## src/rtl/chipmunk_pkg.sv

```systemverilog
// chipmunk_pkg: shared constants and loader state encoding for the Chipmunk
// program loader and core.
//   ADDR_W / DATA_W : memory address / data widths (match the core buses)
//   SYNC            : frame sync byte
//   loader_state_t  : loader FSM states; CHK and ERROR exist only when
//                     CHIPMUNK_LOADER_CHECKSUM_EN is defined.
package chipmunk_pkg;
  localparam int unsigned ADDR_W = 12;
  localparam int unsigned DATA_W = 8;
  localparam logic [DATA_W-1:0] SYNC = 8'hA5;

`ifdef CHIPMUNK_LOADER_CHECKSUM_EN
  typedef enum logic [3:0] {
    ST_IDLE, ST_LEN_HI, ST_LEN_LO, ST_ADDR_HI, ST_ADDR_LO,
    ST_DATA, ST_CHK, ST_DRAIN, ST_RUN, ST_ERROR
  } loader_state_t;
`else
  typedef enum logic [3:0] {
    ST_IDLE, ST_LEN_HI, ST_LEN_LO, ST_ADDR_HI, ST_ADDR_LO,
    ST_DATA, ST_DRAIN, ST_RUN
  } loader_state_t;
`endif
endpackage

```

## src/rtl/chipmunk_loader_if.sv

```systemverilog
// chipmunk_loader_if: host byte-stream link into the loader.
//   inByte  : stream byte (host -> loader)
//   inValid : inByte valid (host -> loader)
//   inReady : loader accepts when inValid & inReady at a rising edge
// Modports: master = host side, slave = loader side.
interface chipmunk_loader_if;
  import chipmunk_pkg::*;
  logic [DATA_W-1:0] inByte;
  logic              inValid;
  logic              inReady;

  modport master (output inByte, output inValid, input inReady);
  modport slave  (input inByte, input inValid, output inReady);
endinterface

```

## src/rtl/chipmunk_bus_mux.sv

```systemverilog
// chipmunk_bus_mux: combinational memory-port select.
//   run = 1 : memory driven by the CPU (cpu_addr/cpu_data/cpu_we)
//   run = 0 : memory driven by the loader registers (ldr_*)
module chipmunk_bus_mux
  import chipmunk_pkg::*;
(
  input  logic              run,
  input  logic [ADDR_W-1:0] ldr_addr,
  input  logic [DATA_W-1:0] ldr_data,
  input  logic              ldr_we,
  input  logic [ADDR_W-1:0] cpu_addr,
  input  logic [DATA_W-1:0] cpu_data,
  input  logic              cpu_we,
  output logic [ADDR_W-1:0] mem_addr,
  output logic [DATA_W-1:0] mem_data,
  output logic              mem_we
);
  always_comb begin
    mem_addr = ldr_addr;
    mem_data = ldr_data;
    mem_we   = ldr_we;
    if (run) begin
      mem_addr = cpu_addr;
      mem_data = cpu_data;
      mem_we   = cpu_we;
    end
  end
endmodule

```

## src/rtl/chipmunk_loader.sv

```systemverilog
// chipmunk_loader: program loader and memory-bus arbiter for the Chipmunk CPU.
// Parses SYNC, LEN_HI, LEN_LO, ADDR_HI, ADDR_LO, payload [, CHK] from the host
// stream, writes the payload to program memory, then releases the CPU at
// startPC and hands it the memory port until cpuDone.
// Ports:
//   clk, reset        : clock, synchronous active-low reset
//   host (slave)      : inByte/inValid/inReady stream
//   cpuAddr/cpuDataWrite/cpuWe/cpuDone : CPU bus inputs
//   memAddr/memData/memWe : memory port (CPU pass-through in RUN)
//   cpuReset          : 0 holds the CPU in reset
//   startPC           : CPU start address (ADDR field of last frame)
//   loading           : frame in progress (LEN_HI .. DRAIN)
//   error             : sticky checksum failure
// Macro CHIPMUNK_LOADER_CHECKSUM_EN adds the CHK byte, ERROR state and error.
module chipmunk_loader
  import chipmunk_pkg::*;
(
  input  logic                clk,
  input  logic                reset,
  chipmunk_loader_if.slave    host,
  input  logic [ADDR_W-1:0]   cpuAddr,
  input  logic [DATA_W-1:0]   cpuDataWrite,
  input  logic                cpuWe,
  input  logic                cpuDone,
  output logic [ADDR_W-1:0]   memAddr,
  output logic [DATA_W-1:0]   memData,
  output logic                memWe,
  output logic                cpuReset,
  output logic [ADDR_W-1:0]   startPC,
  output logic                loading,
  output logic                error
);
`ifdef CHIPMUNK_LOADER_CHECKSUM_EN
  localparam loader_state_t ST_POST_DATA = ST_CHK;
`else
  localparam loader_state_t ST_POST_DATA = ST_DRAIN;
`endif

  loader_state_t     state_q, state_d;
  logic [ADDR_W-1:0] len_q, len_d;
  logic [ADDR_W-1:0] ptr_q, ptr_d;
  logic [ADDR_W-1:0] start_pc_q, start_pc_d;
  logic [3:0]        hi_q, hi_d;
  logic [ADDR_W-1:0] mem_addr_q, mem_addr_d;
  logic [DATA_W-1:0] mem_data_q, mem_data_d;
  logic              mem_we_q, mem_we_d;
  logic              ready_q, ready_d;
  logic              in_ready;
  logic              accept;
  logic              run;
`ifdef CHIPMUNK_LOADER_CHECKSUM_EN
  logic [DATA_W-1:0] sum_q, sum_d;
  logic              error_q, error_d;
`endif

  // ready_q keeps inReady low through the reset cycle itself.
  assign in_ready     = ready_q && (state_q != ST_DRAIN) && (state_q != ST_RUN);
  assign accept       = host.inValid && in_ready;
  assign host.inReady = in_ready;
  assign run          = (state_q == ST_RUN);
  assign cpuReset     = run;
  assign startPC      = start_pc_q;

  always_comb begin
    loading = 1'b1;
    if ((state_q == ST_IDLE) || (state_q == ST_RUN)) loading = 1'b0;
`ifdef CHIPMUNK_LOADER_CHECKSUM_EN
    if (state_q == ST_ERROR) loading = 1'b0;
`endif
  end

  always_comb begin
    state_d    = state_q;
    len_d      = len_q;
    ptr_d      = ptr_q;
    start_pc_d = start_pc_q;
    hi_d       = hi_q;
    mem_addr_d = mem_addr_q;
    mem_data_d = mem_data_q;
    mem_we_d   = 1'b0;
    ready_d    = 1'b1;
`ifdef CHIPMUNK_LOADER_CHECKSUM_EN
    sum_d      = sum_q;
    error_d    = error_q;
`endif
    unique case (state_q)
      ST_IDLE: if (accept && host.inByte == SYNC) begin
        state_d = ST_LEN_HI;
`ifdef CHIPMUNK_LOADER_CHECKSUM_EN
        sum_d   = '0;
`endif
      end
      ST_LEN_HI: if (accept) begin
        hi_d    = host.inByte[3:0];
        state_d = ST_LEN_LO;
      end
      ST_LEN_LO: if (accept) begin
        len_d   = {hi_q, host.inByte};
        state_d = ST_ADDR_HI;
      end
      ST_ADDR_HI: if (accept) begin
        hi_d    = host.inByte[3:0];
        state_d = ST_ADDR_LO;
      end
      ST_ADDR_LO: if (accept) begin
        ptr_d      = {hi_q, host.inByte};
        start_pc_d = {hi_q, host.inByte};
        state_d    = (len_q == '0) ? ST_POST_DATA : ST_DATA;
      end
      ST_DATA: if (accept) begin
        mem_we_d   = 1'b1;
        mem_addr_d = ptr_q;
        mem_data_d = host.inByte;
        ptr_d      = ptr_q + 12'd1;
        len_d      = len_q - 12'd1;
        if (len_q == 12'd1) state_d = ST_POST_DATA;
      end
`ifdef CHIPMUNK_LOADER_CHECKSUM_EN
      ST_CHK: if (accept) begin
        if (host.inByte == sum_q) begin
          state_d = ST_DRAIN;
        end else begin
          state_d = ST_ERROR;
          error_d = 1'b1;
        end
      end
      ST_ERROR: if (accept && host.inByte == SYNC) begin
        state_d = ST_LEN_HI;
        error_d = 1'b0;
        sum_d   = '0;
      end
`endif
      ST_DRAIN: state_d = ST_RUN;
      ST_RUN:   if (cpuDone) state_d = ST_IDLE;
      default:  state_d = ST_IDLE;
    endcase
`ifdef CHIPMUNK_LOADER_CHECKSUM_EN
    // Checksum covers every accepted byte from LEN_HI through the last payload byte.
    if (accept && (state_q inside {ST_LEN_HI, ST_LEN_LO, ST_ADDR_HI, ST_ADDR_LO, ST_DATA}))
      sum_d = sum_q + host.inByte;
`endif
  end

  always_ff @(posedge clk) begin
    if (!reset) begin
      state_q    <= ST_IDLE;
      len_q      <= '0;
      ptr_q      <= '0;
      start_pc_q <= '0;
      hi_q       <= '0;
      mem_addr_q <= '0;
      mem_data_q <= '0;
      mem_we_q   <= 1'b0;
      ready_q    <= 1'b0;
`ifdef CHIPMUNK_LOADER_CHECKSUM_EN
      sum_q      <= '0;
      error_q    <= 1'b0;
`endif
    end else begin
      state_q    <= state_d;
      len_q      <= len_d;
      ptr_q      <= ptr_d;
      start_pc_q <= start_pc_d;
      hi_q       <= hi_d;
      mem_addr_q <= mem_addr_d;
      mem_data_q <= mem_data_d;
      mem_we_q   <= mem_we_d;
      ready_q    <= ready_d;
`ifdef CHIPMUNK_LOADER_CHECKSUM_EN
      sum_q      <= sum_d;
      error_q    <= error_d;
`endif
    end
  end

`ifdef CHIPMUNK_LOADER_CHECKSUM_EN
  assign error = error_q;
`else
  assign error = 1'b0;
`endif

  chipmunk_bus_mux u_bus_mux (
    .run      (run),
    .ldr_addr (mem_addr_q),
    .ldr_data (mem_data_q),
    .ldr_we   (mem_we_q),
    .cpu_addr (cpuAddr),
    .cpu_data (cpuDataWrite),
    .cpu_we   (cpuWe),
    .mem_addr (memAddr),
    .mem_data (memData),
    .mem_we   (memWe)
  );
endmodule

```

## src/flat_wrapper.sv

```systemverilog
// flat-port wrapper written by rule: the top's interface ports become plain ports
module chipmunk_loader_flat import chipmunk_pkg::*;
  (clk, reset, cpuAddr, cpuDataWrite, cpuWe, cpuDone, memAddr, memData, memWe, cpuReset, startPC, loading, error, host_inByte, host_inValid, host_inReady);
  chipmunk_loader_if host_i ();
  input  logic clk;
  input  logic reset;
  input  logic [ADDR_W-1:0] cpuAddr;
  input  logic [DATA_W-1:0] cpuDataWrite;
  input  logic cpuWe;
  input  logic cpuDone;
  output logic [ADDR_W-1:0] memAddr;
  output logic [DATA_W-1:0] memData;
  output logic memWe;
  output logic cpuReset;
  output logic [ADDR_W-1:0] startPC;
  output logic loading;
  output logic error;
  input wire logic [$bits(host_i.inByte)-1:0] host_inByte;
  input wire logic [$bits(host_i.inValid)-1:0] host_inValid;
  output wire logic [$bits(host_i.inReady)-1:0] host_inReady;
  assign host_i.inByte = host_inByte;
  assign host_i.inValid = host_inValid;
  assign host_inReady = host_i.inReady;
  chipmunk_loader u_core (.clk(clk), .reset(reset), .host(host_i), .cpuAddr(cpuAddr), .cpuDataWrite(cpuDataWrite), .cpuWe(cpuWe), .cpuDone(cpuDone), .memAddr(memAddr), .memData(memData), .memWe(memWe), .cpuReset(cpuReset), .startPC(startPC), .loading(loading), .error(error));
endmodule
```

## config.mk

```make
export PLATFORM = sky130hd
export DESIGN_NAME = chipmunk_loader_flat
export DESIGN_NICKNAME = d
export VERILOG_FILES = /design/src/rtl/chipmunk_pkg.sv /design/src/rtl/chipmunk_loader_if.sv /design/src/rtl/chipmunk_bus_mux.sv /design/src/rtl/chipmunk_loader.sv /design/src/flat_wrapper.sv
export SDC_FILE = /design/constraint.sdc
export NUM_CORES = 1
export LEC_CHECK = 0
export CAP_MARGIN = 5
export CORE_ASPECT_RATIO = 0.7
export CORE_MARGIN = 2
export CORE_UTILIZATION = 30
export DETAILED_ROUTE_END_ITERATION = 8
export PLACE_DENSITY_LB_ADDON = 0.3
export SETUP_SLACK_MARGIN = 0.3
export SYNTH_ARGS = -nofsm -noshare
export SYNTH_HDL_FRONTEND = slang
export SYNTH_SLANG_ARGS = --single-unit
export TNS_END_PERCENT = 20
```

## constraint.sdc

```tcl
create_clock -name clk -period 5.6 [get_ports clk]
set_input_delay 0.84 -clock clk [delete_from_list [all_inputs] [get_ports clk]]
set_output_delay 0.84 -clock clk [all_outputs]
set_load 0.005 [all_outputs]
```

# Yosys cells after proc, flatten, opt, wreduce, memory -nomap -nowiden
# Index checks and enable logic that the tools add are counted.
classes:
  n_addsub: 2
  mux: 21
  n_reduce_logical: 17
  eq_ne: 19
ops:
  columns: ["op", "count"]
  rows:
  - ["12-bit two-way mux", 4]
  - ["12-bit one-hot mux with 2 select lines", 2]
  - ["4-bit two-way mux", 8]
  - ["4-bit one-hot mux with 8 select lines", 1]
  - ["4-bit by 3-bit == test with 1-bit output (second input constant)", 4]
  - ["12-bit by 1-bit adder with 12-bit output (second input constant)", 1]
  - ["12-bit by 1-bit == test with 1-bit output (second input constant)", 1]
  - ["12-bit zero test", 1]
  - ["2-bit by 1-bit inequality test with 1-bit output (second input constant)", 6]
  - ["12-bit by 1-bit subtractor with 12-bit output (second input constant)", 1]
  - ["4-bit by 2-bit == test with 1-bit output (second input constant)", 2]
  - ["8-bit == test (second input constant)", 1]
  - ["8-bit two-way mux", 1]
  - ["4-bit by 3-bit inequality test with 1-bit output (second input constant)", 2]
  - ["2-bit AND reduction", 4]
  - ["8-bit AND reduction", 1]
  - ["3-bit AND reduction", 2]
  - ["4-bit by 1-bit == test with 1-bit output (second input constant)", 1]
  - ["1-bit logical AND", 4]
  - ["4-bit zero test", 1]
  - ["1-bit two-way mux", 4]
  - ["2-bit inequality test (second input constant)", 2]
  - ["2-bit nonzero test", 2]
  - ["2-bit two-way mux", 1]
  - ["other kinds (2)", 2]
word_totals:
  elab_cells: 68
  output_inout_bits: 37
  reg_bits: 66
  inputBits: 33

# Depth between registers and ports, before layout
# Gate-level depths: netlist of run 1.
depth:
  word_depth: 7
  mapped_depth: 8
  depth_no_buf: 6

# Cells and area by module
# Synthesis of run 1 repeated with hierarchy kept, for this count alone.
unflattened:
  cells_unflattened: 410
  hier_area_um2: 3578.4
modules_own_cells:
  columns: ["mod", "area_each_um2", "cells_per_inst", "n_inst"]
  rows:
  - ["chipmunk_loader", 3244.4, 387, 1]
  - ["chipmunk_bus_mux", 334.1, 23, 1]

# Worst setup path before layout of run 1
# No wires, ideal clock.
synth_timing:
  kind: "register to output"
  from: "reg u_core.state_q[0]"
  to: "out memAddr[10]"
  setup_slack_ns: 3.111
  required_time_ns: 4.760
  n_path_buf: 2
  stages_incl_launch_ff: 6
  arrival_time_ns: 1.649
  cell_sequence: "dfxtp_1 clkbuf_1 nand3_1 inv_1 buf_1 mux2_2"
synth_via:
  elab_chain_len: 2
synth_lines:
  columns: ["item", "line_no", "source"]
  rows:
  - ["start: declaration", "chipmunk_loader.sv:39", "loader_state_t state_q, state_d;"]
  - ["start signal: assignment", "chipmunk_loader.sv:160", "state_q <= state_d;"]
  - ["4-bit by 3-bit == test with 1-bit output", "chipmunk_loader.sv:60", "assign run = (state_q == ST_RUN);"]
  - ["via cpuReset", "flat_wrapper.sv:14", "output logic cpuReset;"]
  - ["12-bit two-way mux", "chipmunk_bus_mux.sv:22", "if (run) begin"]
  - ["end: declaration", "flat_wrapper.sv:11", "output logic [ADDR_W-1:0] memAddr;"]
# The timed path passes the listed nets, and every way through them passes these cells.

# Final worst setup path of run 1
layout_timing:
  from: "reg u_core.state_q[0]"
  to: "out memAddr[6]"
layout_via:
  elab_chain_len: 2
layout_lines:
  columns: ["item", "line_no"]
  rows:
  - ["4-bit by 3-bit == test with 1-bit output", "chipmunk_loader.sv:60"]
  - ["12-bit two-way mux", "chipmunk_bus_mux.sv:22"]
# Every way passes these cells.

==> results.sh, run 1 <==
export IMPL_post_route_period_util=0.634
export IMPL_die_y_um=92.6
export IMPL_initial_utilization=0.306
export IMPL_grt_most_used_layer="met2"
export IMPL_area_delta_synth_final_pct=31.4
export IMPL_slew_headroom=0.288
export IMPL_synth_edf_count=0
export IMPL_ctsHoldBuffers=0
export IMPL_grt_use_total=0.166
export IMPL_synth_ff_type="dfxtp_1"
export IMPL_ios=70
export IMPL_yosysMostFrequentCell="nand2_1"
export IMPL_syn_inst=412
export IMPL_period_needed_ns=3.55
export IMPL_row_count=32
export IMPL_synth_top_cells_by_count="nand2_1 (102), dfxtp_1 (65), a21boi_0 (37)"
export IMPL_clk_pin_slew_ns=0.05
export IMPL_postCtsSetupBuffers=0
export IMPL_drc=0
export IMPL_cts_repair_resized=0
export IMPL_gp_congestion=0.857
export IMPL_timing_fmax_ghz=0.282
export IMPL_critPathMaxFanout=23
export IMPL_cts_buffers_inserted=9
export IMPL_wl_per_cell_um=15.2
export IMPL_max_vdd_ir_drop_uv=158
export IMPL_fp_dieW_um=131
export IMPL_setup_ws_ns=2.05
export IMPL_drive_gt1_frac=0.0874
export IMPL_pre_cts_ws_ns=2.38
export IMPL_ys_seq_elements=65
export IMPL_end_kind="output port"
export IMPL_p_per_area_nw_per_um2=252
export IMPL_rsz0062_at_grt="no"
export IMPL_cts_root_buf="clkbuf_16"
export IMPL_die_area_um2=12100
export IMPL_io_buffers=68
export IMPL_clock_latency_ns=0.34
export IMPL_vias_per_cell=5.14
export IMPL_status="finished clean"
export IMPL_routed_wl_mm=9.47
export IMPL_setup_violations=0
export IMPL_use_met1=0.239
export IMPL_grt_max_degree=70
export IMPL_async_reset_ff_frac=0
export IMPL_cts_tree="done"
export IMPL_ys_warnings_count=0
export IMPL_cap_violations=0
export IMPL_core_um2=11000
export IMPL_antenna_found_initial=0
export IMPL_final_nets=501
export IMPL_grt_use_met3=0.0399
export IMPL_synth_area_um2=3360
export IMPL_hold_class="register to register"
export IMPL_start_kind="register"
export IMPL_cts_sinks=65
export IMPL_finalHoldViolations=0
export IMPL_ys_types=54
export IMPL_drt_iter0_drc=226
export IMPL_synth_top_area_frac=0.387
export IMPL_synth_area_leaders="dfxtp_1 (39%), nand2_1 (11%), a21boi_0 (8.3%)"
export IMPL_p_leak_nw=1.61
export IMPL_cp_arrival_ns=2.71
export IMPL_grt_pass1_vias=3049
export IMPL_seq_area_frac_synth=0.387
export IMPL_final_antenna_net_count=0
export IMPL_grt_overflow_total=0
export IMPL_grt_util_met2=0.242
export IMPL_synth_nets=449
export IMPL_dr_total_vias=3195
export IMPL_path_class="register to output port"
export IMPL_tightest_slew_ns=1.07
export IMPL_required_ns=4.76
export IMPL_first_pass_iters=5
export IMPL_dp_hpwl_mm=6.76
export IMPL_grt_pass1_wl_mm=15.6
export IMPL_synth_top_cell_by_area="dfxtp_1"
export IMPL_maxSlewViolCount=0
export IMPL_cts_htree_levels=3
export IMPL_cts_buffer_depth=2
export IMPL_avgSynthCellArea_um2=8.16
export IMPL_diodes=0
export IMPL_final_setup_tns_ns=0
export IMPL_worst_clock_skew_ns=0.00791
==> critical path, cell delays in order (launching register included) <==
cell and delay [ns]:
dfxtp_1 0.58, nand3_1 0.19, inv_1 0.73, mux2_2 0.42, clkdlybuf4s50_1 0.45
==> final timing paths <==
check / startpoint / to / slack, ns / depth (start not counted)
hold / removal: u_core.startPC[6] / u_core.startPC[6] / 0.47 / 2
setup reg to reg: u_core.state_q[0] / u_core.len_q[0] / 2.92 / 5
hold reg to reg: u_core.startPC[6] / u_core.startPC[6] / 0.47 / 2
setup / recovery: u_core.state_q[0] / memAddr[6] / 2.05 / 4
==> logic make-up (layout without fill, tap and decap cells) <==
logic type | Yosys count | after routing | share of synthesized area
and+or+nand+nor | 172 | 172 | 0.230
AOI/OAI and AO/OA | 110 | 110 | 0.230
DFF | 65 | 65 | 0.387
buffers and inverters | 34 | 91 | 0.0514
muxes | 26 | 26 | 0.0852
adders and majority gates | 4 | 4 | 0.0149
other | 1 | 1 | 0.00112
==> state kept, by name (all words and copies together) (netlist names) <==
register,flops
u_core.len_q,12
u_core.mem_addr_q,12
u_core.ptr_q,12
u_core.startPC,12
u_core.mem_data_q,8
u_core.hi_q,4
u_core.state_q,3
u_core.mem_we_q,1
u_core.ready_q,1
==> layout by cell type (no fill, tap or decap), types with 4 or more instances in the layout <==
master	n
o21ai_0	19
dfxtp_1	65
nor3_1	5
nor2_1	19
mux2_2	21
a21oi_1	14
and2_1	6
nand3_1	11
nand2_1	102
clkbuf_8	5
inv_1	5
ha_1	4
nor2b_1	10
mux2i_1	5
clkbuf_16	9
a21boi_0	37
clkdlybuf4s50_1	67
a32o_1	4
==> through the flow <==
stage / power, mW / hold WS (ns) / std cells / instance area [um^2] / utilization
final: 1.11 / 0.467 / 622 / 4420 / 0.403
after global placement: 0.520 / 0.456 / 606 / 4090 / 0.373
after floorplan: 0.490 / 0.441 / 412 / 3360 / -
after detailed placement: 0.521 / 0.463 / 606 / 4090 / 0.373
after global routing: 1.16 / 0.488 / 622 / 4420 / 0.403
after CTS: 1.13 / 0.470 / 622 / 4420 / 0.403
==> final cells by class <==
cell class	count	area [um^2]
clock buffer	15	298
timing repair buffer	70	691
inverter	5	18.8
multi-input combinational	313	1890
tap	153	191
fill	1136	6550
sequential	65	1300
clock inverter	1	30.0
==> metal layers <==
metal / vias up / wire length (um)
met1: 1499 / 4650
met2: 117 / 3970
met5: - / 0
li1: 1559 / -
met4: 0 / 142
met3: 20 / 704
==> report_power, final <==
group          total, mW  leakage (nW)  switching, mW  internal, mW
logic             0.0474         0.927         0.0204        0.0270
registers          0.464         0.524       0.000342         0.463
clock network      0.602         0.162          0.197         0.405
total               1.11          1.61          0.218         0.896
Note: power is estimated with default switching activity, not from simulation.
==> inputs of run 2 (changes only) <==
==> constraint.sdc (replaced) <==
create_clock -name clk -period 3 [get_ports clk]
set_input_delay 0.45 -clock clk [delete_from_list [all_inputs] [get_ports clk]]
set_output_delay 0.45 -clock clk [all_outputs]
set_load 0.005 [all_outputs]
==> run 2 against run 1 <==
Clock skew shrank 0.0031 ns. Critical endpoint is now memData[0]. First-iteration DRC count shrank 10%. Die area is the same. Non-clock buffer count grew 7. Critical path depth grew 1. Power grew 76%. Largest cell class unchanged. Core utilization grew 0.24 points. Register-to-register slack lost 2.1 ns. Highest routed layer unchanged. Combinational power grew 87%. Final area grew 0.59%. Cell count grew 1.1%. Sequential cell count is the same.
==> results.sh, run 2 (synthesized netlist as in run 1, its figures left out) <==
export IMPL_status="finished clean"
export IMPL_setup_violations=0
export IMPL_end_kind="output port"
export IMPL_grt_overflow_total=0
export IMPL_critPathMaxFanout=23
export IMPL_cts_tree="done"
export IMPL_final_nets=508
export IMPL_diodes=0
export IMPL_ctsHoldBuffers=0
export IMPL_cts_root_buf="clkbuf_16"
export IMPL_ios=70
export IMPL_initial_utilization=0.306
export IMPL_multi_input_area_um2=1890
export IMPL_reg2regPathDepth=5
export IMPL_pwr_share_seq=0.441
export IMPL_period_needed_ns=2.57
export IMPL_path_depth=5
export IMPL_wl_per_cell_um=15.0
export IMPL_cts_buffer_depth=2
export IMPL_tightest_slew_ns=0.785
export IMPL_setup_ws_ns=0.431
export IMPL_routed_wl_mm=9.42
export IMPL_area_delta_synth_final_pct=32.2
export IMPL_drive_gt1_frac=0.107
export IMPL_worstPathCellList="nand3_1, inv_1, buf_6, mux2_2, clkdlybuf4s50_1"
export IMPL_endpoint="memData[0]"
export IMPL_worst_path_max_delay_cell="clkdlybuf4s50_1"
export IMPL_start_kind="register"
export IMPL_io_buffers=68
export IMPL_grt_pass1_wl_mm=15.1
export IMPL_pwr_share_comb=0.045
export IMPL_p_leak_nw=1.64
export IMPL_rsz0062_at_grt="no"
export IMPL_clock_latency_ns=0.33
export IMPL_post_route_period_util=0.856
export IMPL_vias_per_cell=5.04
export IMPL_p_per_area_nw_per_um2=442
export IMPL_first_pass_iters=5
export IMPL_switching_share=0.204
export IMPL_cts_buffers_inserted=9
export IMPL_gp_congestion=0.855
export IMPL_r2r_slack_ns=0.82
export IMPL_cp_arrival_ns=2.12
export IMPL_path_buf_inv=3
export IMPL_layout_common_cells="nand2_1 (102), clkdlybuf4s50_1 (67), dfxtp_1 (62), a21boi_0 (37), mux2_2 (21)"
export IMPL_clk_pin_slew_ns=0.05
export IMPL_finalHoldViolations=0
export IMPL_path_class="register to output port"
export IMPL_pre_cts_ws_ns=0.553
export IMPL_hold_class="register to register"
export IMPL_drc=0
export IMPL_cap_violations=0
export IMPL_grt_pass1_vias=2967
export IMPL_fp_dieW_um=131
export IMPL_core_um2=11000
export IMPL_dp_hpwl_mm=6.82
export IMPL_rr_endpoint="u_core.state_q[1]"
export IMPL_slew_headroom=0.476
export IMPL_maxSlewViolCount=0
export IMPL_grt_max_degree=50
export IMPL_cts_htree_levels=3
export IMPL_pwr_share_clk=0.514
export IMPL_fillers=1127
export IMPL_final_antenna_net_count=0
export IMPL_r2r_start="u_core.len_q[5]"
export IMPL_final_setup_tns_ns=0
export IMPL_row_count=32
export IMPL_required_ns=2.55
export IMPL_worst_clock_skew_ns=0.00478
export IMPL_switchingPower_mw=0.400
export IMPL_die_y_um=92.6
export IMPL_dr_total_vias=3172
export IMPL_slowest_delay_ns=0.47
export IMPL_die_area_um2=12100
export IMPL_regArea_um2=1310
export IMPL_cts_sinks=65
export IMPL_grt_use_total=0.160
export IMPL_cp_startpoint="u_core.state_q[0]"
export IMPL_antenna_found_initial=0
export IMPL_timing_fmax_ghz=0.389
export IMPL_drt_iter0_drc=203
export IMPL_final_common_cell="nand2_1"
export IMPL_crit_family="buffers and inverters"
export IMPL_max_vdd_ir_drop_uv=215
export IMPL_postCtsSetupBuffers=0
export IMPL_cts_repair_resized=3
export IMPL_p_int_mw=1.56
[run 2: how the worst min path moves through the flow]
stage                                    start              endpoint  cells after the start
after floorplan           u_core.mem_addr_q[0]  u_core.mem_addr_q[0]                      2
after global placement       u_core.startPC[5]     u_core.startPC[5]                      2
after detailed placement     u_core.startPC[3]     u_core.startPC[3]                      2
after CTS                    u_core.startPC[3]     u_core.startPC[3]                      2
after global routing         u_core.startPC[0]     u_core.startPC[0]                      2
final                        u_core.startPC[3]     u_core.startPC[3]                      2
[run 2: metrics by stage]
| step | hold slack [ns] | utilization | instance area [um^2] | total power [mW] | cells |
|---|---|---|---|---|---|
| after detailed placement | 0.457 | 0.378 | 4140 | 0.973 | 613 |
| after CTS | 0.464 | 0.405 | 4440 | 1.98 | 629 |
| final | 0.462 | 0.405 | 4440 | 1.96 | 629 |
| after global routing | 0.493 | 0.405 | 4440 | 2.02 | 629 |
| after floorplan | 0.441 | - | 3360 | 0.914 | 412 |
| after global placement | 0.451 | 0.378 | 4140 | 0.972 | 613 |
[run 2: layout make-up]
type	instances	area share
multi-input combinational	313	0.425
tap	153	0.0431
inverter	5	0.00422
clock buffer	14	0.0639
sequential	65	0.294
clock inverter	2	0.00225
timing repair buffer	77	0.168
[run 2: metal layers]
layer  GRT usage  wire [um]  part of all wire
met3      0.0404        610             0.065
met2       0.236       4050              0.43
met5           0          0                 0
met1       0.233       4670              0.50
met4      0.0355         82            0.0087
[run 2: worst min-delay path, cell delays in order (launching register included)]
cell and delay [ns]:
dfxtp_1 0.30, nand2_1 0.05, a21boi_0 0.06
[run 2: power by group through the flow]
stage               clock [mW]  sequential, mW  combinational [mW]
detailed placement           0           0.884              0.0893
global route              1.06           0.865              0.0955
global placement             0           0.884              0.0887
CTS                       1.03           0.865              0.0898
finish                    1.01           0.865              0.0888
floorplan                    0           0.883              0.0304
==> inputs of run 3 (changes only) <==
--- a/config.mk
+++ b/config.mk
@@ -7,12 +7,13 @@
 export LEC_CHECK = 0
 export CAP_MARGIN = 5
 export CORE_ASPECT_RATIO = 0.7
-export CORE_MARGIN = 2
+export CORE_MARGIN = 4
 export CORE_UTILIZATION = 30
 export DETAILED_ROUTE_END_ITERATION = 8
 export PLACE_DENSITY_LB_ADDON = 0.3
 export SETUP_SLACK_MARGIN = 0.3
 export SYNTH_ARGS = -nofsm -noshare
 export SYNTH_HDL_FRONTEND = slang
+export SYNTH_HIERARCHICAL = 1
 export SYNTH_SLANG_ARGS = --single-unit
 export TNS_END_PERCENT = 20
==> run 3 against run 2 <==
Final area up 5.2%. Die area is 14% higher. Combinational power up 100%. Synthesized area up 6.4%. Via count up 3.2%. Cell count grew 0.48%. Critical endpoint is now memAddr[9]. Sequential share of layout area decreased by 1.4 points. Worst hold slack got worse by 0.011 ns. Highest routed layer unchanged.
==> results.sh, run 3 <==
export IMPL_row_count=33
export IMPL_io_buffers=68
export IMPL_required_ns=2.55
export IMPL_r2r_slack_ns=1.00
export IMPL_crit_family="buffers and inverters"
export IMPL_hold_class="register to register"
export IMPL_ios=70
export IMPL_async_reset_ff_frac=0
export IMPL_worst_path_max_delay_cell="clkdlybuf4s50_1"
export IMPL_tightest_slew_ns=0.938
export IMPL_layout_common_cells="nand2_1 (82), clkdlybuf4s50_1 (67), dfxtp_1 (63), a21boi_1 (40), nor2_1 (25)"
export IMPL_die_y_um=99.4
export IMPL_grt_overflow_total=0
export IMPL_path_buf_inv=3
export IMPL_worst_clock_skew_ns=0.00527
export IMPL_cts_buffer_depth=2
export IMPL_yosysMostFrequentCell="nand2_1"
export IMPL_final_nets=507
export IMPL_rsz0062_at_grt="no"
export IMPL_cts_tree="done"
export IMPL_grt_max_degree=43
export IMPL_grt_util_met2=0.193
export IMPL_start_kind="register"
export IMPL_dr_total_vias=3274
export IMPL_worstPathCellList="buf_4, nand2_2, nor2_4, buf_8, mux2_2, clkdlybuf4s50_1"
export IMPL_synth_edf_count=0
export IMPL_diodes=0
export IMPL_setup_violations=0
export IMPL_antenna_found_initial=0
export IMPL_synth_top_cells_by_count="nand2_1 (82), dfxtp_1 (65), a21boi_1 (40)"
export IMPL_critPathMaxFanout=23
export IMPL_core_um2=11700
export IMPL_cts_sinks=65
export IMPL_grt_most_used_layer="met1"
export IMPL_initial_utilization=0.306
export IMPL_cts_root_buf="clkbuf_16"
export IMPL_ctsHoldBuffers=0
export IMPL_routed_wl_mm=9.95
export IMPL_cts_buffers_inserted=9
export IMPL_fillers=1164
export IMPL_ys_warnings_count=6
export IMPL_die_area_um2=13800
export IMPL_path_class="register to output port"
export IMPL_synth_top_cell_by_area="dfxtp_1"
export IMPL_p_leak_nw=1.72
export IMPL_post_route_period_util=0.839
export IMPL_clock_latency_ns=0.33
export IMPL_ys_types=57
export IMPL_wl_per_cell_um=15.7
export IMPL_synth_top_area_frac=0.364
export IMPL_dp_hpwl_mm=6.90
export IMPL_max_vdd_ir_drop_uv=230
export IMPL_clk_pin_slew_ns=0.05
export IMPL_end_kind="output port"
export IMPL_synth_ff_type="dfxtp_1"
export IMPL_use_met1=0.216
export IMPL_timing_fmax_ghz=0.397
export IMPL_final_setup_tns_ns=0
export IMPL_p_per_area_nw_per_um2=448
export IMPL_slowest_delay_ns=0.44
export IMPL_cap_violations=0
export IMPL_period_needed_ns=2.52
export IMPL_postCtsSetupBuffers=0
export IMPL_cts_htree_levels=3
export IMPL_synth_area_um2=3580
export IMPL_drc=0
export IMPL_vias_per_cell=5.18
export IMPL_syn_inst=410
export IMPL_final_antenna_net_count=0
export IMPL_first_pass_iters=4
export IMPL_finalHoldViolations=0
export IMPL_maxSlewViolCount=0
export IMPL_area_delta_synth_final_pct=30.6
export IMPL_grt_pass1_vias=3083
export IMPL_drt_iter0_drc=327
export IMPL_grt_pass1_wl_mm=16.4
export IMPL_drive_gt1_frac=0.122
export IMPL_slew_headroom=0.374
export IMPL_synth_area_leaders="dfxtp_1 (36%), nand2_1 (8.6%), a21boi_1 (8.4%)"
export IMPL_synth_nets=447
export IMPL_seq_area_frac_synth=0.364
export IMPL_grt_use_met3=0.0625
export IMPL_avgSynthCellArea_um2=8.73
export IMPL_fp_dieW_um=139
export IMPL_final_common_cell="nand2_1"
export IMPL_gp_congestion=0.832
export IMPL_cp_arrival_ns=2.07
export IMPL_final_util=0.400
export IMPL_ys_seq_elements=65
export IMPL_status="finished clean"
export IMPL_grt_use_total=0.145
-- run 3: cell type report --
| cell class | count | area (um^2) | area share |
|---|---|---|---|
| multi-input combinational | 311 | 2090 | 0.448 |
| inverter | 4 | 15.0 | 0.00321 |
| clock inverter | 6 | 57.6 | 0.0123 |
| clock buffer | 10 | 239 | 0.0511 |
| sequential | 65 | 1310 | 0.280 |
| timing repair buffer | 79 | 766 | 0.164 |
| tap | 157 | 196 | 0.0420 |
-- run 3: path summary, 6_finish.rpt --
path | cells past startpoint | from | to
worst max register to register | 4 | u_core/state_q[1] | u_core/len_q[7]
worst min register to register | 2 | u_core/mem_addr_q[10] | u_core/mem_addr_q[10]
worst min-delay path | 2 | u_core/mem_addr_q[10] | u_core/mem_addr_q[10]
worst max-delay path | 6 | u_core/state_q[0] | memAddr[9]
-- run 3: cells by family (layout without fill, tap and decap cells) --
kind of cell             after synthesis  in the layout  synth area share
adder cells (fa/ha/maj)                4              4            0.0140
other                                  1              1           0.00105
AO/OA/AOI/OAI                        114            114             0.240
multiplexers                          26             26             0.101
buffers and inverters                 34             99            0.0535
flip-flops                            65             65             0.364
AND/OR/NAND/NOR                      166            166             0.227
-- run 3: metal layers --
layer | up-vias | part of all wire
li1 | 1588 | -
met2 | 121 | 0.39
met1 | 1557 | 0.50
met3 | 8 | 0.10
met4 | 0 | 0.0061
met5 | - | 0
-- run 3: report_power, final --
group | internal [mW] | switching [mW]
Combinational | 0.0941 | 0.0869
Sequential | 0.871 | 0.00683
Clock | 0.659 | 0.377
-- run 3: worst reg2reg max path, delay by kind of cell (launching register included) --
kind | cells | cell delay, ns
flops | 1 | 0.46
simple gates | 1 | 0.23
compound gates | 3 | 1.21
-- run 3: metrics by stage --
stage	hold WS [ns]	worst slack [ns]	cells	total power, mW	instance area (um^2)
after detailed placement	0.450	0.464	616	1.08	4360
after global routing	0.475	0.373	632	2.19	4670
after CTS	0.457	0.348	632	2.12	4670
final	0.451	0.483	632	2.10	4670
after global placement	0.441	0.537	616	1.07	4360
after floorplan	0.433	1.17	410	0.990	3580
-- run 3: what timing repair did --
action                     CTS  global route
hold endpoints to repair     0             0
resized for setup            3             2
setup endpoints to repair   21            19
